<file path="src/rtl/neopixel_rx_if.sv">
// Register bus for neopixel_rx: access strobes, block select, address,
// write data and combinational read data.
// Ports: master = bus side (drives strobes/address/data), slave = neopixel_rx.
interface neopixel_rx_if;
  logic        bus_write_en;
  logic        bus_read_en;
  logic        np_rx_en;
  logic [7:0]  bus_addr;
  logic [31:0] bus_write_data;
  logic [31:0] bus_read_data;

  modport master (
    output bus_write_en, bus_read_en, np_rx_en, bus_addr, bus_write_data,
    input  bus_read_data
  );

  modport slave (
    input  bus_write_en, bus_read_en, np_rx_en, bus_addr, bus_write_data,
    output bus_read_data
  );
endinterface

</file>
<file path="src/rtl/neopixel_rx.sv">
// Purpose: WS2812 single-wire NRZ receiver, decodes pulse widths into 24-bit words
//          held in a small FIFO, with framing/overflow status on a register bus.
// Latency: np_in edge seen by the FSM after 3 cycles; word readable the cycle after
//          its 24th falling edge is decoded. Backpressure: none on the wire side; a
//          word arriving at a full FIFO is dropped and flagged (ovf).
// Ports: pclk, nreset (async active-low), bus (neopixel_rx_if.slave: strobes, select,
//        addr, wdata, combinational rdata), np_in (async serial), np_irq (NP_RX_IRQ_EN).
// Optional feature macro: NP_RX_IRQ_EN adds the registered np_irq output.
module neopixel_rx #(
  parameter int BIT_THRESH = 60,
  parameter int MIN_HIGH   = 10,
  parameter int MAX_HIGH   = 100,
  parameter int RESET_LOW  = 5000,
  parameter int FIFO_DEPTH = 4
) (
  input  logic                pclk,
  input  logic                nreset,
  neopixel_rx_if.slave        bus,
  input  logic                np_in
`ifdef NP_RX_IRQ_EN
  ,
  output logic                np_irq
`endif
);
  localparam int HW = $clog2(MAX_HIGH + 2);
  localparam int AW = $clog2(FIFO_DEPTH);

  localparam logic [1:0] ST_IDLE = 2'd0;
  localparam logic [1:0] ST_HIGH = 2'd1;
  localparam logic [1:0] ST_LOW  = 2'd2;

  logic          sync1_q, s_in_q, prev_q;
  logic [1:0]    state_q, state_d;
  logic [HW-1:0] hcnt_q, hcnt_d;
  logic [13:0]   lcnt_q, lcnt_d;
  logic [4:0]    bitcnt_q, bitcnt_d;
  logic [23:0]   shreg_q, shreg_d;
  logic [23:0]   mem_q [FIFO_DEPTH];
  logic [AW-1:0] wr_ptr_q, wr_ptr_d, rd_ptr_q, rd_ptr_d;
  logic [3:0]    count_q, count_d;
  logic          ovf_q, ovf_d, frm_q, frm_d, fd_q, fd_d;

  logic rise, fall, bit_val;
  logic push_req, set_frm, set_fd;
  logic [23:0] push_word;
  logic wr_acc, rd_acc, data_wr, stat_wr, data_rd, flush;
  logic empty, full, pop, do_push, ovf_set;
  logic [2:0] clr;
  logic unused_wdata;

  assign rise    = s_in_q & ~prev_q;
  assign fall    = ~s_in_q & prev_q;
  assign bit_val = (hcnt_q >= HW'(BIT_THRESH));

  assign wr_acc  = bus.bus_write_en & bus.np_rx_en;
  assign rd_acc  = bus.bus_read_en & bus.np_rx_en;
  assign data_wr = wr_acc && (bus.bus_addr == 8'h00);
  assign stat_wr = wr_acc && (bus.bus_addr == 8'h04);
  assign data_rd = rd_acc && (bus.bus_addr == 8'h00);
  assign flush   = data_wr & bus.bus_write_data[0];
  assign clr     = stat_wr ? bus.bus_write_data[8:6] : 3'b000;
  assign unused_wdata = ^{bus.bus_write_data[31:9], bus.bus_write_data[5:1]};

  // Pulse-width decoder
  always_comb begin
    state_d   = state_q;
    hcnt_d    = hcnt_q;
    lcnt_d    = lcnt_q;
    bitcnt_d  = bitcnt_q;
    shreg_d   = shreg_q;
    push_req  = 1'b0;
    set_frm   = 1'b0;
    set_fd    = 1'b0;
    push_word = {shreg_q[22:0], bit_val};
    case (state_q)
      ST_IDLE: begin
        if (rise) begin
          state_d = ST_HIGH;
          hcnt_d  = HW'(1);
        end
      end
      ST_HIGH: begin
        if (fall) begin
          state_d = ST_LOW;
          lcnt_d  = 14'd1;
          if (hcnt_q < HW'(MIN_HIGH)) begin
            // glitch: ignored entirely
          end else if (hcnt_q > HW'(MAX_HIGH)) begin
            set_frm  = 1'b1;
            bitcnt_d = 5'd0;
          end else begin
            shreg_d = push_word;
            if (bitcnt_q == 5'd23) begin
              push_req = 1'b1;
              bitcnt_d = 5'd0;
            end else begin
              bitcnt_d = bitcnt_q + 5'd1;
            end
          end
        end else if (hcnt_q != HW'(MAX_HIGH + 1)) begin
          hcnt_d = hcnt_q + HW'(1);
        end
      end
      ST_LOW: begin
        if (rise) begin
          state_d = ST_HIGH;
          hcnt_d  = HW'(1);
        end else if (lcnt_q >= 14'(RESET_LOW)) begin
          // latch gap: frame ends, any partial word is a framing error
          set_fd   = 1'b1;
          set_frm  = (bitcnt_q != 5'd0);
          bitcnt_d = 5'd0;
          state_d  = ST_IDLE;
        end else begin
          lcnt_d = lcnt_q + 14'd1;
        end
      end
      default: state_d = ST_IDLE;
    endcase
    if (flush) begin
      state_d  = ST_IDLE;
      bitcnt_d = 5'd0;
      push_req = 1'b0;
      set_frm  = 1'b0;
      set_fd   = 1'b0;
    end
  end

  // Word FIFO; a pop frees the slot for a simultaneous push when full
  assign empty   = (count_q == 4'd0);
  assign full    = (count_q == 4'(FIFO_DEPTH));
  assign pop     = data_rd & ~empty;
  assign do_push = push_req & (~full | pop);
  assign ovf_set = push_req & full & ~pop;

  always_comb begin
    wr_ptr_d = wr_ptr_q;
    rd_ptr_d = rd_ptr_q;
    count_d  = count_q;
    if (do_push) wr_ptr_d = wr_ptr_q + AW'(1);
    if (pop)     rd_ptr_d = rd_ptr_q + AW'(1);
    case ({do_push, pop})
      2'b10:   count_d = count_q + 4'd1;
      2'b01:   count_d = count_q - 4'd1;
      default: count_d = count_q;
    endcase
    if (flush) begin
      wr_ptr_d = '0;
      rd_ptr_d = '0;
      count_d  = '0;
    end
  end

  // Set beats a simultaneous write-1-to-clear
  assign ovf_d = (ovf_q & ~clr[0]) | ovf_set;
  assign frm_d = (frm_q & ~clr[1]) | set_frm;
  assign fd_d  = (fd_q  & ~clr[2]) | set_fd;

  always_comb begin
    bus.bus_read_data = 32'd0;
    if (rd_acc) begin
      if (bus.bus_addr == 8'h00) begin
        if (!empty) bus.bus_read_data = {8'd0, mem_q[rd_ptr_q]};
      end else if (bus.bus_addr == 8'h04) begin
        bus.bus_read_data = {18'd0, bitcnt_q, fd_q, frm_q, ovf_q, full, empty, count_q};
      end
    end
  end

  always_ff @(posedge pclk) begin
    if (do_push) mem_q[wr_ptr_q] <= push_word;
  end

  always_ff @(posedge pclk or negedge nreset) begin
    if (!nreset) begin
      sync1_q  <= 1'b0;
      s_in_q   <= 1'b0;
      prev_q   <= 1'b0;
      state_q  <= ST_IDLE;
      hcnt_q   <= '0;
      lcnt_q   <= '0;
      bitcnt_q <= '0;
      shreg_q  <= '0;
      wr_ptr_q <= '0;
      rd_ptr_q <= '0;
      count_q  <= '0;
      ovf_q    <= 1'b0;
      frm_q    <= 1'b0;
      fd_q     <= 1'b0;
    end else begin
      sync1_q  <= np_in;
      s_in_q   <= sync1_q;
      prev_q   <= s_in_q;
      state_q  <= state_d;
      hcnt_q   <= hcnt_d;
      lcnt_q   <= lcnt_d;
      bitcnt_q <= bitcnt_d;
      shreg_q  <= shreg_d;
      wr_ptr_q <= wr_ptr_d;
      rd_ptr_q <= rd_ptr_d;
      count_q  <= count_d;
      ovf_q    <= ovf_d;
      frm_q    <= frm_d;
      fd_q     <= fd_d;
    end
  end

`ifdef NP_RX_IRQ_EN
  logic irq_q;
  always_ff @(posedge pclk or negedge nreset) begin
    if (!nreset) irq_q <= 1'b0;
    else         irq_q <= ~empty | ovf_q | frm_q | fd_q;
  end
  assign np_irq = irq_q;
`endif
endmodule
</file>
<file path="src/flat_wrapper.sv">
// flat-port wrapper written by rule: the top's interface ports become plain ports
module neopixel_rx_flat 
#(
  parameter int BIT_THRESH = 60,
  parameter int MIN_HIGH   = 10,
  parameter int MAX_HIGH   = 100,
  parameter int RESET_LOW  = 5000,
  parameter int FIFO_DEPTH = 4
)
  (pclk, nreset, np_in, bus_bus_write_en, bus_bus_read_en, bus_np_rx_en, bus_bus_addr, bus_bus_write_data, bus_bus_read_data);
  neopixel_rx_if bus_i ();
  input  logic pclk;
  input  logic nreset;
  input  logic np_in;
  input wire logic [$bits(bus_i.bus_write_en)-1:0] bus_bus_write_en;
  input wire logic [$bits(bus_i.bus_read_en)-1:0] bus_bus_read_en;
  input wire logic [$bits(bus_i.np_rx_en)-1:0] bus_np_rx_en;
  input wire logic [$bits(bus_i.bus_addr)-1:0] bus_bus_addr;
  input wire logic [$bits(bus_i.bus_write_data)-1:0] bus_bus_write_data;
  output wire logic [$bits(bus_i.bus_read_data)-1:0] bus_bus_read_data;
  assign bus_i.bus_write_en = bus_bus_write_en;
  assign bus_i.bus_read_en = bus_bus_read_en;
  assign bus_i.np_rx_en = bus_np_rx_en;
  assign bus_i.bus_addr = bus_bus_addr;
  assign bus_i.bus_write_data = bus_bus_write_data;
  assign bus_bus_read_data = bus_i.bus_read_data;
  neopixel_rx #(.BIT_THRESH(BIT_THRESH), .MIN_HIGH(MIN_HIGH), .MAX_HIGH(MAX_HIGH), .RESET_LOW(RESET_LOW), .FIFO_DEPTH(FIFO_DEPTH)) u_core (.pclk(pclk), .nreset(nreset), .bus(bus_i), .np_in(np_in));
endmodule
</file>
<file path="config.mk">
export PLATFORM = sky130hd
export DESIGN_NAME = neopixel_rx_flat
export DESIGN_NICKNAME = d
export VERILOG_FILES = /design/src/rtl/neopixel_rx_if.sv /design/src/rtl/neopixel_rx.sv /design/src/flat_wrapper.sv
export SDC_FILE = /design/constraint.sdc
export NUM_CORES = 1
export LEC_CHECK = 0
export CAP_MARGIN = 20
export CELL_PAD_IN_SITES_DETAIL_PLACEMENT = 0
export CELL_PAD_IN_SITES_GLOBAL_PLACEMENT = 1
export CORE_UTILIZATION = 40
export DETAILED_ROUTE_END_ITERATION = 8
export GPL_ROUTABILITY_DRIVEN = 0
export PLACE_DENSITY = 0.75
export SLEW_MARGIN = 10
export SYNTH_ARGS = -nofsm -noshare
export SYNTH_HDL_FRONTEND = slang
export SYNTH_SLANG_ARGS = --single-unit
</file>
<file path="constraint.sdc">
create_clock -name pclk -period 4.7 [get_ports pclk]
set_clock_uncertainty 0.2 [all_clocks]
set_input_delay 0.47 -clock pclk [delete_from_list [all_inputs] [get_ports pclk]]
set_output_delay 0.47 -clock pclk [all_outputs]
set_load 0.02 [all_outputs]
</file>
==> metrics <==
post-CTS setup-driven buffer insertion count 0; total gr overflow 0; post-synth cell types 55; RSZ-0062 raised after global routing false; part of the Yosys area used for sequential elements 0.620; Clock Power Share 0.407; YS warnings 0; later-pin clock latency in the skew report 0.43 ns; Post-Syn Instances 518; Avg Synthesized Cell Area 14.0 um^2; Die Y-Extent 137 um; CTS Buf Count 17; Fin Setup TNS 0 ns; Pwr Density 408 nW/um^2; Hold Slack -0.0200 ns; arrival time at the worst endpoint approximately 3.9 ns; Cell Chain, Critical Path inv_1, ha_1, nand3b_1, a21oi_1, nand2b_1, a2111oi_4, inv_1, ha_1, xor2_1, ha_1, a21oi_1, xor2_1, or3_1, a21oi_1; CTS HTree Levels 4; Die Outline Area 18700 um^2; top-count cell post-synth edfxtp_1; LEAKAGE 3.21 nW; io pins 78; Final ANT Viol Nets 0; # clock sinks 161; Layout Nets 629; Filler Cell Count 1488; CP Capture Type register; complex-gate fraction of the synthesized area 0.0740; min Tclk post-route 3.77 ns; Logic pwr share 0.126; Setup Viol. Count Final 0; core area about 18000 um^2; Post-Synth XOR/XNOR Area 0.0205; startpoint type of the worst setup path register; clk root buf clkbuf_16; Synth Area in Adders 0.0327; Psw 0.959 mW; Max stage delay cell, worst path a2111oi_4; Reg power frac 0.467; max incr delay on CP 0.59 ns; Sw Ratio 0.275; slew at the pin closest to its max-slew limit 1.05 ns; drt pass-1 iters 4; largest net degree at the start of global routing 39; routed vias ~4400; area growth from synthesis to layout 17.3%; Mapped Area 7270 um^2; number of global-route vias before repair 4413; peak supply drop 0.223 mV; cts-stage hold buffer count 0; ys flop type edfxtp_1; Initial Utilization 0.415; Synth top cells by count 96 x edfxtp_1, 65 x dfrtp_1, 41 x nor2_1; WP data required 4.84 ns; Clock Tree Buf Depth 2; final-report hold violation count 28; post-synth top area share 0.396; Total GRT Usage 0.164; first-pass GRT wire length 23000 um; Final Cycle Share 0.803; Hold Crit Class input port to async pin; Setup WS post-layout 0.927 ns; cell-internal power 2.52 mW; number of cell rows 48; Synth async-reset ratio 0.404; Final HPWL DP approximately 8800 um; Post-Route WL 14100 um; Rel. slew slack 0.297; routed wl met3 621 um; CP max FO 8; multiplexer share of the synthesized area 0.117; post-CTS sizing 0; pre-CTS setup slack about 0.49 ns; failing checks hold timing; CTS tree done; clk slew on worst S/H paths 0.06 ns; max frequency 265 MHz; fin. max-slew vios 0; number of synthesized register bits about 160; antenna cells 0; Crit Path Class register to register; initial antenna violation count 0; Avg WL per Cell 17.5 um; cell accounting for the most synthesized area edfxtp_1; Simple-Gate Fraction of Synth Area 0.102; Max Cap Viol 0; main combinational cell family by area after synthesis multiplexers; die width 137 um; max layer used met4; Pwr Total ~3.5 mW; share of cells above drive strength 1 0.175; IO buf count slightly above 40; Post-synth EDFFs 96; met1 wire length 6350 um; top cells by area, synth edfxtp_1 40%, dfrtp_1 22%, mux4_2 7.4%, mux2_2 3.7%, ha_1 3.3%; metal2 WL 6850 um; Iteration-0 DRC Markers around 230; status finished with violations; post-DR vias/cell 5.45; Post-route DRC 0
state kept, by name (all words and copies together) (netlist names), 2 cells and up:
signal / count
u_core.shreg_q: 23
u_core.rd_ptr_q: 2
u_core.state_q: 2
u_core.count_q: 4
u_core.lcnt_q: 14
u_core.bitcnt_q: 5
u_core.hcnt_q: 7
u_core.mem_q: 96
u_core.wr_ptr_q: 2
per-stage QoR:
step           instance area [um^2]  utilization  instances
2_1_floorplan                  7300            -        525
3_3_place_gp                   7920        0.452        770
3_5_place_dp                   7920        0.452        770
4_1_cts                        8530        0.487        802
5_1_grt                        8530        0.487        802
6_report                       8530        0.487        802
critical path: cells and delay by family (launching register included):
family | cells | cell delay, ns
AO/OA/AOI/OAI | 4 | 1.10
adder cells (fa/ha/maj) | 3 | 0.82
AND/OR/NAND/NOR | 3 | 0.62
flip-flops | 1 | 0.42
XOR/XNOR | 2 | 0.28
buffers and inverters | 2 | 0.26
final cells by class:
| class | instances | area (um^2) | area share |
|---|---|---|---|
| sequential | 161 | 4510 | 0.528 |
| multi-input combinational | 309 | 2550 | 0.298 |
| timing repair buffer | 54 | 503 | 0.0589 |
| clock buffer | 17 | 425 | 0.0498 |
| tap | 225 | 282 | 0.0330 |
| clock inverter | 15 | 190 | 0.0223 |
| inverter | 21 | 78.8 | 0.00924 |
logic make-up (layout without fill, tap and decap cells):
| logic type | count (synthesis) | in the layout |
|---|---|---|
| compound gates | 75 | 75 |
| xor+xnor | 17 | 17 |
| fa+ha+maj | 19 | 19 |
| buf+inv | 55 | 107 |
| flops | 161 | 161 |
| mux | 52 | 52 |
| other cells | 1 | 8 |
| simple gates | 138 | 138 |
power by group through the flow:
stage                     logic [mW]  registers, mW  clock network [mW]
final                          0.439           1.63                1.42
after global routing           0.499           1.64                1.50
after CTS                      0.442           1.62                1.45
after detailed placement       0.440           1.65                   0
after global placement         0.422           1.65                   0
after floorplan                0.340           1.63                   0
layer usage:
| metal | vias up | track usage |
|---|---|---|
| li1 | 2023 | - |
| met1 | 2228 | 0.208 |
| met2 | 104 | 0.276 |
| met3 | 18 | 0.0370 |
| met4 | 0 | 0.0611 |
| met5 | - | 0 |
layout by cell type (no fill, tap or decap), types with 4 or more instances in the layout:
cell	instances
nand3_1	17
or3_1	6
a21oi_1	7
dfrtp_1	65
clkdlybuf4s50_1	40
and2_1	14
edfxtp_1	96
inv_1	21
xnor2_1	12
ha_1	19
clkbuf_16	17
a22oi_1	16
nand2_1	19
conb_1	8
nor3_1	5
mux2_2	24
o21ai_0	18
inv_8	4
nor2_1	41
mux4_2	24
mux2i_1	4
nand2b_1	7
a31oi_1	4
nand4_1	5
buf_4	13
inv_6	4
a2111oi_0	6
xor2_1	5
a211oi_1	4
final timing paths:
path | from | to | slack, ns | cells past startpoint
max | u_core.state_q[1] | u_core.count_q[2] | 0.93 | 14
min | nreset | u_core.hcnt_q[3] | -0.02 | 1
max reg2reg | u_core.state_q[1] | u_core.count_q[2] | 0.93 | 14
min reg2reg | u_core.sync1_q | u_core.s_in_q | 0.15 | 0
max in group asynchronous | nreset | u_core.prev_q | 3.36 | 2
min in group pclk | u_core.sync1_q | u_core.s_in_q | 0.15 | 0
Note: power is estimated with default switching activity, not from simulation.
